--- src/rtl/oled_i2c_arbiter.sv ---
// Round-robin byte arbiter that shares one SSD1306 I2C byte master between the
// init sequencer (port 0) and the framebuffer streamer (port 1).
`timescale 1ns/1ps
//
// state     | meaning
// ----------+-------------------------------------------------------------
// IDLE      | waiting for an eligible requester and for the master to be idle
// ISSUE     | m_start held high until the master reports busy
// WAIT_DONE | master working; waiting for m_done or timeout
// GAP       | enforced idle time before the next grant
module oled_i2c_arbiter #(
    parameter int TIMEOUT_CYCLES = 50000000,
    parameter int GAP_CYCLES     = 16,
    parameter int CNT_W          = 26
) (
    input  logic       clk,
    input  logic       rst_n,
    input  logic       req0_valid,
    input  logic [7:0] req0_data,
    input  logic       req0_is_data,
    input  logic       req0_lock,
    output logic       req0_ready,
    output logic       req0_done,
    output logic       req0_err,
    input  logic       req1_valid,
    input  logic [7:0] req1_data,
    input  logic       req1_is_data,
    input  logic       req1_lock,
    output logic       req1_ready,
    output logic       req1_done,
    output logic       req1_err,
    output logic       m_start,
    output logic [7:0] m_data,
    output logic       m_is_cmd,
    input  logic       m_busy,
    input  logic       m_done,
    output logic       grant_id,
    output logic [7:0] err_cnt,
    output logic [2:0] state_dbg
);

    typedef enum logic [2:0] {
        ST_IDLE      = 3'd0,
        ST_ISSUE     = 3'd1,
        ST_WAIT_DONE = 3'd2,
        ST_GAP       = 3'd3
    } state_t;

    localparam int GAP_W = (GAP_CYCLES > 1) ? $clog2(GAP_CYCLES) : 1;
    localparam logic [CNT_W-1:0] TO_LAST  = CNT_W'(TIMEOUT_CYCLES - 1);
    localparam logic [GAP_W-1:0] GAP_LAST = GAP_W'(GAP_CYCLES - 1);

    state_t           state_q, state_d;
    logic [CNT_W-1:0] cnt_q, cnt_d;
    logic [GAP_W-1:0] gap_q, gap_d;
    logic             last_grant_q, last_grant_d;
    logic             lock_active_q, lock_active_d;
    logic             grant_id_q, grant_id_d;
    logic             m_start_q, m_start_d;
    logic [7:0]       m_data_q, m_data_d;
    logic             m_is_cmd_q, m_is_cmd_d;
    logic [1:0]       ready_q, ready_d;
    logic [1:0]       done_q, done_d;
    logic [1:0]       err_q, err_d;
    logic [7:0]       err_cnt_q, err_cnt_d;

    logic win_valid;
    logic win_port;

    // While a lock is held only its owner (the last winner) may be granted.
    always_comb begin
        win_valid = 1'b0;
        win_port  = 1'b0;
        if (lock_active_q) begin
            win_port  = last_grant_q;
            win_valid = last_grant_q ? req1_valid : req0_valid;
        end else if (req0_valid && req1_valid) begin
            win_valid = 1'b1;
            win_port  = ~last_grant_q;
        end else if (req0_valid) begin
            win_valid = 1'b1;
            win_port  = 1'b0;
        end else if (req1_valid) begin
            win_valid = 1'b1;
            win_port  = 1'b1;
        end
    end

    always_comb begin
        state_d       = state_q;
        cnt_d         = cnt_q;
        gap_d         = gap_q;
        last_grant_d  = last_grant_q;
        lock_active_d = lock_active_q;
        grant_id_d    = grant_id_q;
        m_start_d     = m_start_q;
        m_data_d      = m_data_q;
        m_is_cmd_d    = m_is_cmd_q;
        ready_d       = 2'b00;
        done_d        = 2'b00;
        err_d         = 2'b00;
        err_cnt_d     = err_cnt_q;

        case (state_q)
            ST_IDLE: begin
                if (!m_busy && win_valid) begin
                    m_data_d          = win_port ? req1_data : req0_data;
                    m_is_cmd_d        = ~(win_port ? req1_is_data : req0_is_data);
                    grant_id_d        = win_port;
                    last_grant_d      = win_port;
                    ready_d[win_port] = 1'b1;
                    lock_active_d     = win_port ? req1_lock : req0_lock;
                    cnt_d             = '0;
                    m_start_d         = 1'b1;
                    state_d           = ST_ISSUE;
                end
            end
            ST_ISSUE, ST_WAIT_DONE: begin
                cnt_d = cnt_q + 1'b1;
                // A real completion beats a timeout landing on the same cycle.
                if (state_q == ST_WAIT_DONE && m_done) begin
                    done_d[grant_id_q] = 1'b1;
                    m_start_d          = 1'b0;
                    gap_d              = GAP_LAST;
                    state_d            = ST_GAP;
                end else if (cnt_q == TO_LAST) begin
                    done_d[grant_id_q] = 1'b1;
                    err_d[grant_id_q]  = 1'b1;
                    m_start_d          = 1'b0;
                    lock_active_d      = 1'b0;
                    if (err_cnt_q != 8'hFF) begin
                        err_cnt_d = err_cnt_q + 8'd1;
                    end
                    gap_d   = GAP_LAST;
                    state_d = ST_GAP;
                end else if (state_q == ST_ISSUE && m_busy) begin
                    m_start_d = 1'b0;
                    state_d   = ST_WAIT_DONE;
                end
            end
            ST_GAP: begin
                if (gap_q == '0) begin
                    state_d = ST_IDLE;
                end else begin
                    gap_d = gap_q - 1'b1;
                end
            end
            default: state_d = ST_IDLE;
        endcase
    end

    always_ff @(posedge clk or negedge rst_n) begin
        if (!rst_n) begin
            state_q       <= ST_IDLE;
            cnt_q         <= '0;
            gap_q         <= '0;
            last_grant_q  <= 1'b1;
            lock_active_q <= 1'b0;
            grant_id_q    <= 1'b0;
            m_start_q     <= 1'b0;
            m_data_q      <= 8'h00;
            m_is_cmd_q    <= 1'b0;
            ready_q       <= 2'b00;
            done_q        <= 2'b00;
            err_q         <= 2'b00;
            err_cnt_q     <= 8'h00;
        end else begin
            state_q       <= state_d;
            cnt_q         <= cnt_d;
            gap_q         <= gap_d;
            last_grant_q  <= last_grant_d;
            lock_active_q <= lock_active_d;
            grant_id_q    <= grant_id_d;
            m_start_q     <= m_start_d;
            m_data_q      <= m_data_d;
            m_is_cmd_q    <= m_is_cmd_d;
            ready_q       <= ready_d;
            done_q        <= done_d;
            err_q         <= err_d;
            err_cnt_q     <= err_cnt_d;
        end
    end

    assign req0_ready = ready_q[0];
    assign req1_ready = ready_q[1];
    assign req0_done  = done_q[0];
    assign req1_done  = done_q[1];
    assign req0_err   = err_q[0];
    assign req1_err   = err_q[1];
    assign m_start    = m_start_q;
    assign m_data     = m_data_q;
    assign m_is_cmd   = m_is_cmd_q;
    assign grant_id   = grant_id_q;
    assign err_cnt    = err_cnt_q;
    assign state_dbg  = state_q;

endmodule

--- config.mk ---
export PLATFORM = sky130hd
export DESIGN_NAME = oled_i2c_arbiter
export DESIGN_NICKNAME = d
export VERILOG_FILES = /design/src/rtl/oled_i2c_arbiter.sv
export SDC_FILE = /design/constraint.sdc
export NUM_CORES = 1
export LEC_CHECK = 0
export CAP_MARGIN = 20
export CORE_UTILIZATION = 57
export CTS_CLUSTER_DIAMETER = 150
export DETAILED_ROUTE_END_ITERATION = 8
export DONT_BUFFER_PORTS = 1
export GPL_ROUTABILITY_DRIVEN = 0
export GPL_TIMING_DRIVEN = 0
export HOLD_SLACK_MARGIN = 0.15
export PLACE_DENSITY_LB_ADDON = 0.15
export SYNTH_ARGS = -nofsm -noshare
export SYNTH_HDL_FRONTEND = slang
export SYNTH_SLANG_ARGS = --single-unit
export TNS_END_PERCENT = 50
--- constraint.sdc ---
create_clock -name clk -period 2.3 [get_ports clk]
set_input_delay 0.575 -clock clk [delete_from_list [all_inputs] [get_ports clk]]
set_output_delay 0.575 -clock clk [all_outputs]
set_load 0.01 [all_outputs]
# After elaboration in Yosys (flattened, before gate mapping)
# Cells that the tools add are included.
# word_totals
regBits	60
latchBits	0
mem_bits_rw	0
rom_bits	0
input_bits	26
output_inout_bits	28
word_cells	97
n_memories	0
# classes
n_addsub	3
multipliers	0
n_div	0
n_lt_le_gt_ge	4
n_eq_ne	12
n_shift	0
mux	43
n_bitwise	3
reduce_logical	19
# op_table
operator	n
$pmux 26 s2	1
$add 26x1->26 const B	1
$eq 26x26->1 const B	1
$mux 26	1
$mux 1	19
$mux 3	5
$mux 2	7
$mux 4	3
$ne 2x2->1 const B	5
$pmux 3 s3	1
$reduce_and 3->1	3
$add 8x1->8 const B	1
$mux 8	1
$ne 8x8->1 const B	1
$pmux 4 s2	1
$reduce_and 4->1	2
$eq 3x2->1 const B	2
$logic_and 1x1->1	6
$logic_not 4->1	1
$lt 1x2->1 const B	2
$ne 4x4->1 const B	1
$pmux 1 s2	2
$reduce_and 2->1	2
$reduce_bool 2->1	2
9 further kinds	13

# Depth between registers and ports, before layout
# logic_depth
ltp_word	10
mapped_depth	8
mapped_depth_nobuf	7

# Least setup slack after synthesis
# OpenSTA, ideal clock, no wires.
# synth_timing
path_type	reg2reg
startpoint	reg state_q[0], in the netlist state_dbg[0]
endpoint	reg cnt_q[25]
setup_ps	127
t_arrival_ps	2181
required_ps	2173
slack_ps	-8
path_stages_with_launch	8
path_buffers	0
period_less_slack_ps	2308
path_cell_list	dfrtp_1 -> inv_1 -> ha_1 -> and2_1 -> a2111o_1 -> nor4_4 -> nand4_1 -> mux2_1
# synth_via
elab_chain_len	4
elab_cells_between_ends	8
cone_classes	3 x eq/ne; 1 x mux; 4 x reduce/logical
# synth_lines
element	line_no	text
from (decl)	53	state_t state_q, state_d;
from (signal assigned)	168	state_q <= state_d;
$eq 3x2->1 / $eq 3x1->1 (equally long branches)	104	case (state_q)
$reduce_or 2->1	104	
$reduce_bool 2->1 (no line)	n/a	
$reduce_and 2->1 (no line)	n/a	
to (signal assigned)	169	cnt_q <= cnt_d;
to (decl)	54	logic [CNT_W-1:0] cnt_q, cnt_d;
# Parallel ways exist; a longest one is shown, timed or not.
# A chain may end at the register's enable or synchronous reset.

# Worst setup path in the final report
# layout_timing
startpoint	reg state_q[1], in the netlist state_dbg[1]
endpoint	reg cnt_q[25]
# Same word-level chain as after synthesis.

==> results.json <==
{
  "status": "finished clean",
  "powerDensity_nw_per_um2": 1160,
  "switchingPower_w": 0.00180,
  "async_reset_ff_share_pct": 100,
  "synth_nets": 367,
  "hpwl_mm": 4.59,
  "synth_seq_area_share_pct": 45.7,
  "ff2ff_setup_slack_ns": 0.004,
  "fillers": 431,
  "ys.flop_type": "dfrtp_1",
  "endpoint": "cnt_q[25]",
  "dr.pass1.iters": 4,
  "grt_max_degree": 60,
  "antenna_found_initial": 0,
  "fin_crit_ns": 2.30,
  "cts_buffers": 9,
  "area_growth_pct": 18.2,
  "h-tree-depth": 3,
  "fin_nets": 396,
  "cp.depth": 7,
  "power_w": 0.00442,
  "skew_ns": 0.00986,
  "ys_types": 54,
  "vdd_drop_max_uv": 506,
  "die_h_um": 77.3,
  "start_kind": "flip-flop",
  "hold_viol": 0,
  "power.internal_w": 0.00263,
  "synth_warnings": 0,
  "r2r_start": "state_dbg[1]",
  "final_util_pct": 69.8,
  "r2r-end": "cnt_q[25]",
  "dieArea_um2": 5980,
  "worstHoldPathType": "primary input to flip-flop",
  "finalCritPeriodShare_pct": 99.8,
  "dr_total_vias": 2660,
  "cts_tree": "built",
  "grt_overflow_total": 0,
  "drive_above_1_share_pct": 21.2,
  "drt_iter0_drc": 122,
  "startpoint": "state_dbg[1]",
  "cp.arrival_ns": 2.52,
  "fp-row-count": 27,
  "slowest_delay_ns": 0.54,
  "antenna_left": 0,
  "wl_per_cell_um": 16.1,
  "p_sw_share_pct": 40.6,
  "cp_cell_sequence": "inv_4 > ha_4 > and2_4 > a2111o_1 > nor4_4 > nand4_1 > mux2_4",
  "synth_edf_count": 0,
  "fin_setup_tns_ns": 0,
  "slew_violations": 0,
  "drc": 0,
  "initial_utilization_pct": 59.1,
  "pwr-share-comb_pct": 42.4,
  "yosysMostFrequentCell": "dfrtp_1",
  "critical-path-top-delay-family": "simple AND/OR/NAND/NOR gates",
  "cp_num_buf_inv": 1,
  "synth.top_cells.by_area": "dfrtp_1 45%, nand2_1 4.2%, o21ai_0 4.2%",
  "synth-seq-cells": 59,
  "cap_violations": 0,
  "root_buffer": "clkbuf_8",
  "seqPwrFrac_pct": 33.4,
  "tightest_slew_ns": 0.665,
  "syn_avg_cell_area_um2": 9.68,
  "setup.worst_path.end_class": "flip-flop",
  "crit_fanout": 5,
  "routed_wirelength_mm": 7.08,
  "track_usage_pct": 25.3,
  "clockBufferDepth": 2,
  "slowest_stage": "a2111o_1",
  "clkLatencyLatePin_ns": 0.34,
  "diodes": 0,
  "yosysTopAreaCell": "dfrtp_1",
  "setup_viol": 0,
  "syn_area_um2": 3230,
  "coreArea_um2": 5470,
  "detail_route.vias_per_cell": 6.05,
  "syn-instance-count": 334,
  "slew_headroom_pct": 55.7,
  "fmax_mhz": 436,
  "pin_count": 54,
  "synth_common_cells": "58 x dfrtp_1, 36 x nand2_1, 27 x o21ai_0",
  "grt_pass1_vias": 2512,
  "cts.clk_slew.worst_paths_ns": 0.08,
  "grt_pass1_wl_mm": 11.8,
  "power_leakage_nw": 1.68,
  "numPortBuffers": 0,
  "rr_worst_depth": 7,
  "critPathKind": "flip-flop to flip-flop",
  "cp_data_required_time_ns": 2.53,
  "clockPowerShare_pct": 24.2,
  "synthDominantCellAreaShare_pct": 44.9,
  "rsz0062_at_grt": "yes",
  "cts.sinks": 59,
  "die_w_um": 77.3
}
[area by class of cell]
type                    count  area (um^2)  share of cell area (%)
plain buffers              16         83.8                    2.19
clock buffers               9          124                    3.24
clock inverters             7          100                    2.62
inverters                  10         42.5                    1.11
multi-input cells         249         1740                    45.5
flip-flops and latches     59         1480                    38.7
well taps                  72         90.1                    2.36
repair buffers             18          161                    4.22
[cells by family (layout without fill, tap and decap cells)]
family,after synthesis,after routing,share of synthesized area (%)
adder cells (fa/ha/maj),7,7,2.71
AND/OR/NAND/NOR,133,133,22.5
AO/OA/AOI/OAI,76,76,15.8
flip-flops,59,59,45.7
multiplexers,20,20,6.54
XOR/XNOR,12,12,3.25
other,1,1,0.116
buffers and inverters,26,60,3.33
[worst min path at each step]
| stage | start | endpoint | cells past startpoint |
|---|---|---|---|
| 2_1_floorplan | rst_n | cnt_q[0] | 0 |
| 3_3_place_gp | rst_n | gap_q[3] | 0 |
| 3_5_place_dp | rst_n | gap_q[3] | 0 |
| 4_1_cts | req1_data[1] | m_data[1] | 2 |
| 5_1_grt | req1_data[0] | m_data[0] | 2 |
| 6_report | req1_data[1] | m_data[1] | 2 |
[per-layer routing]
| layer | up-vias | part of all wire [%] | track usage (%) |
|---|---|---|---|
| met5 | - | 0 | 0 |
| met4 | 0 | 0.99 | 12.8 |
| met3 | 9 | 6.0 | 5.24 |
| met2 | 76 | 48 | 39.0 |
| met1 | 1301 | 45 | 33.5 |
| li1 | 1274 | - | - |
[state kept, by name (all words and copies together) (netlist names)]
register and count:
err_q 2, gap_q 4, err_cnt 8, state_dbg 2, lock_active_q 1, cnt_q 26, last_grant_q 1, ready_q 2
m_data 8, done_q 2, m_is_cmd 1, grant_id 1, m_start 1
[layout by cell type, fill, tap and decap left out, drive strengths merged, types with 2 or more instances in the layout]
master,synthesis,routed
nand3,17,17
o21ai,30,30
nor3,4,4
clkinv,0,4
mux2,9,9
ha,7,7
o31ai,9,9
dfrtp,58,58
a21oi,11,11
and3,9,9
bufinv,0,2
nor2,25,25
nor3b,2,2
clkbuf,11,20
nor4b,4,4
a211oi,2,2
nor2b,2,2
buf,5,22
nor4,8,8
or3,4,4
a31oi,4,4
nand2b,2,2
and2,5,5
o211ai,2,2
or2,2,2
a21o,3,3
o221a,2,2
xnor2,12,12
a31o,2,2
nand2,36,36
inv,10,11
o41ai,2,2
and4,2,2
mux2i,11,11
nand4,9,9
[stage by stage]
| step | hold WS [ns] | cells | cell area, um^2 | setup WS, ns |
|---|---|---|---|---|
| 2_1_floorplan | 0.279 | 334 | 3230 | 0.0185 |
| 3_3_place_gp | 0.280 | 406 | 3320 | -0.292 |
| 3_5_place_dp | 0.281 | 406 | 3320 | -0.351 |
| 4_1_cts | 0.426 | 427 | 3670 | -0.00669 |
| 5_1_grt | 0.457 | 440 | 3820 | -0.112 |
| 6_report | 0.436 | 440 | 3820 | 0.00449 |
[repair_timing]
| item | 4_1_cts | 5_1_grt |
|---|---|---|
| endpoints found under the hold margin | 59 | 0 |
| hold buffers | 2 | 0 |
| setup endpoints to repair | 30 | 35 |
| pin swaps | 5 | 7 |
| resized for setup | 16 | 13 |
| buffers inserted | 3 | 13 |
[power groups by stage]
stage	clock network (W)	logic [W]	registers [W]
floorplan	0	0.00120	0.00144
finish	0.00107	0.00187	0.00148
CTS	0.00108	0.00173	0.00147
detailed placement	0	0.00155	0.00149
global route	0.00112	0.00210	0.00151
global placement	0	0.00149	0.00148
(Power assumes the default switching activity.)
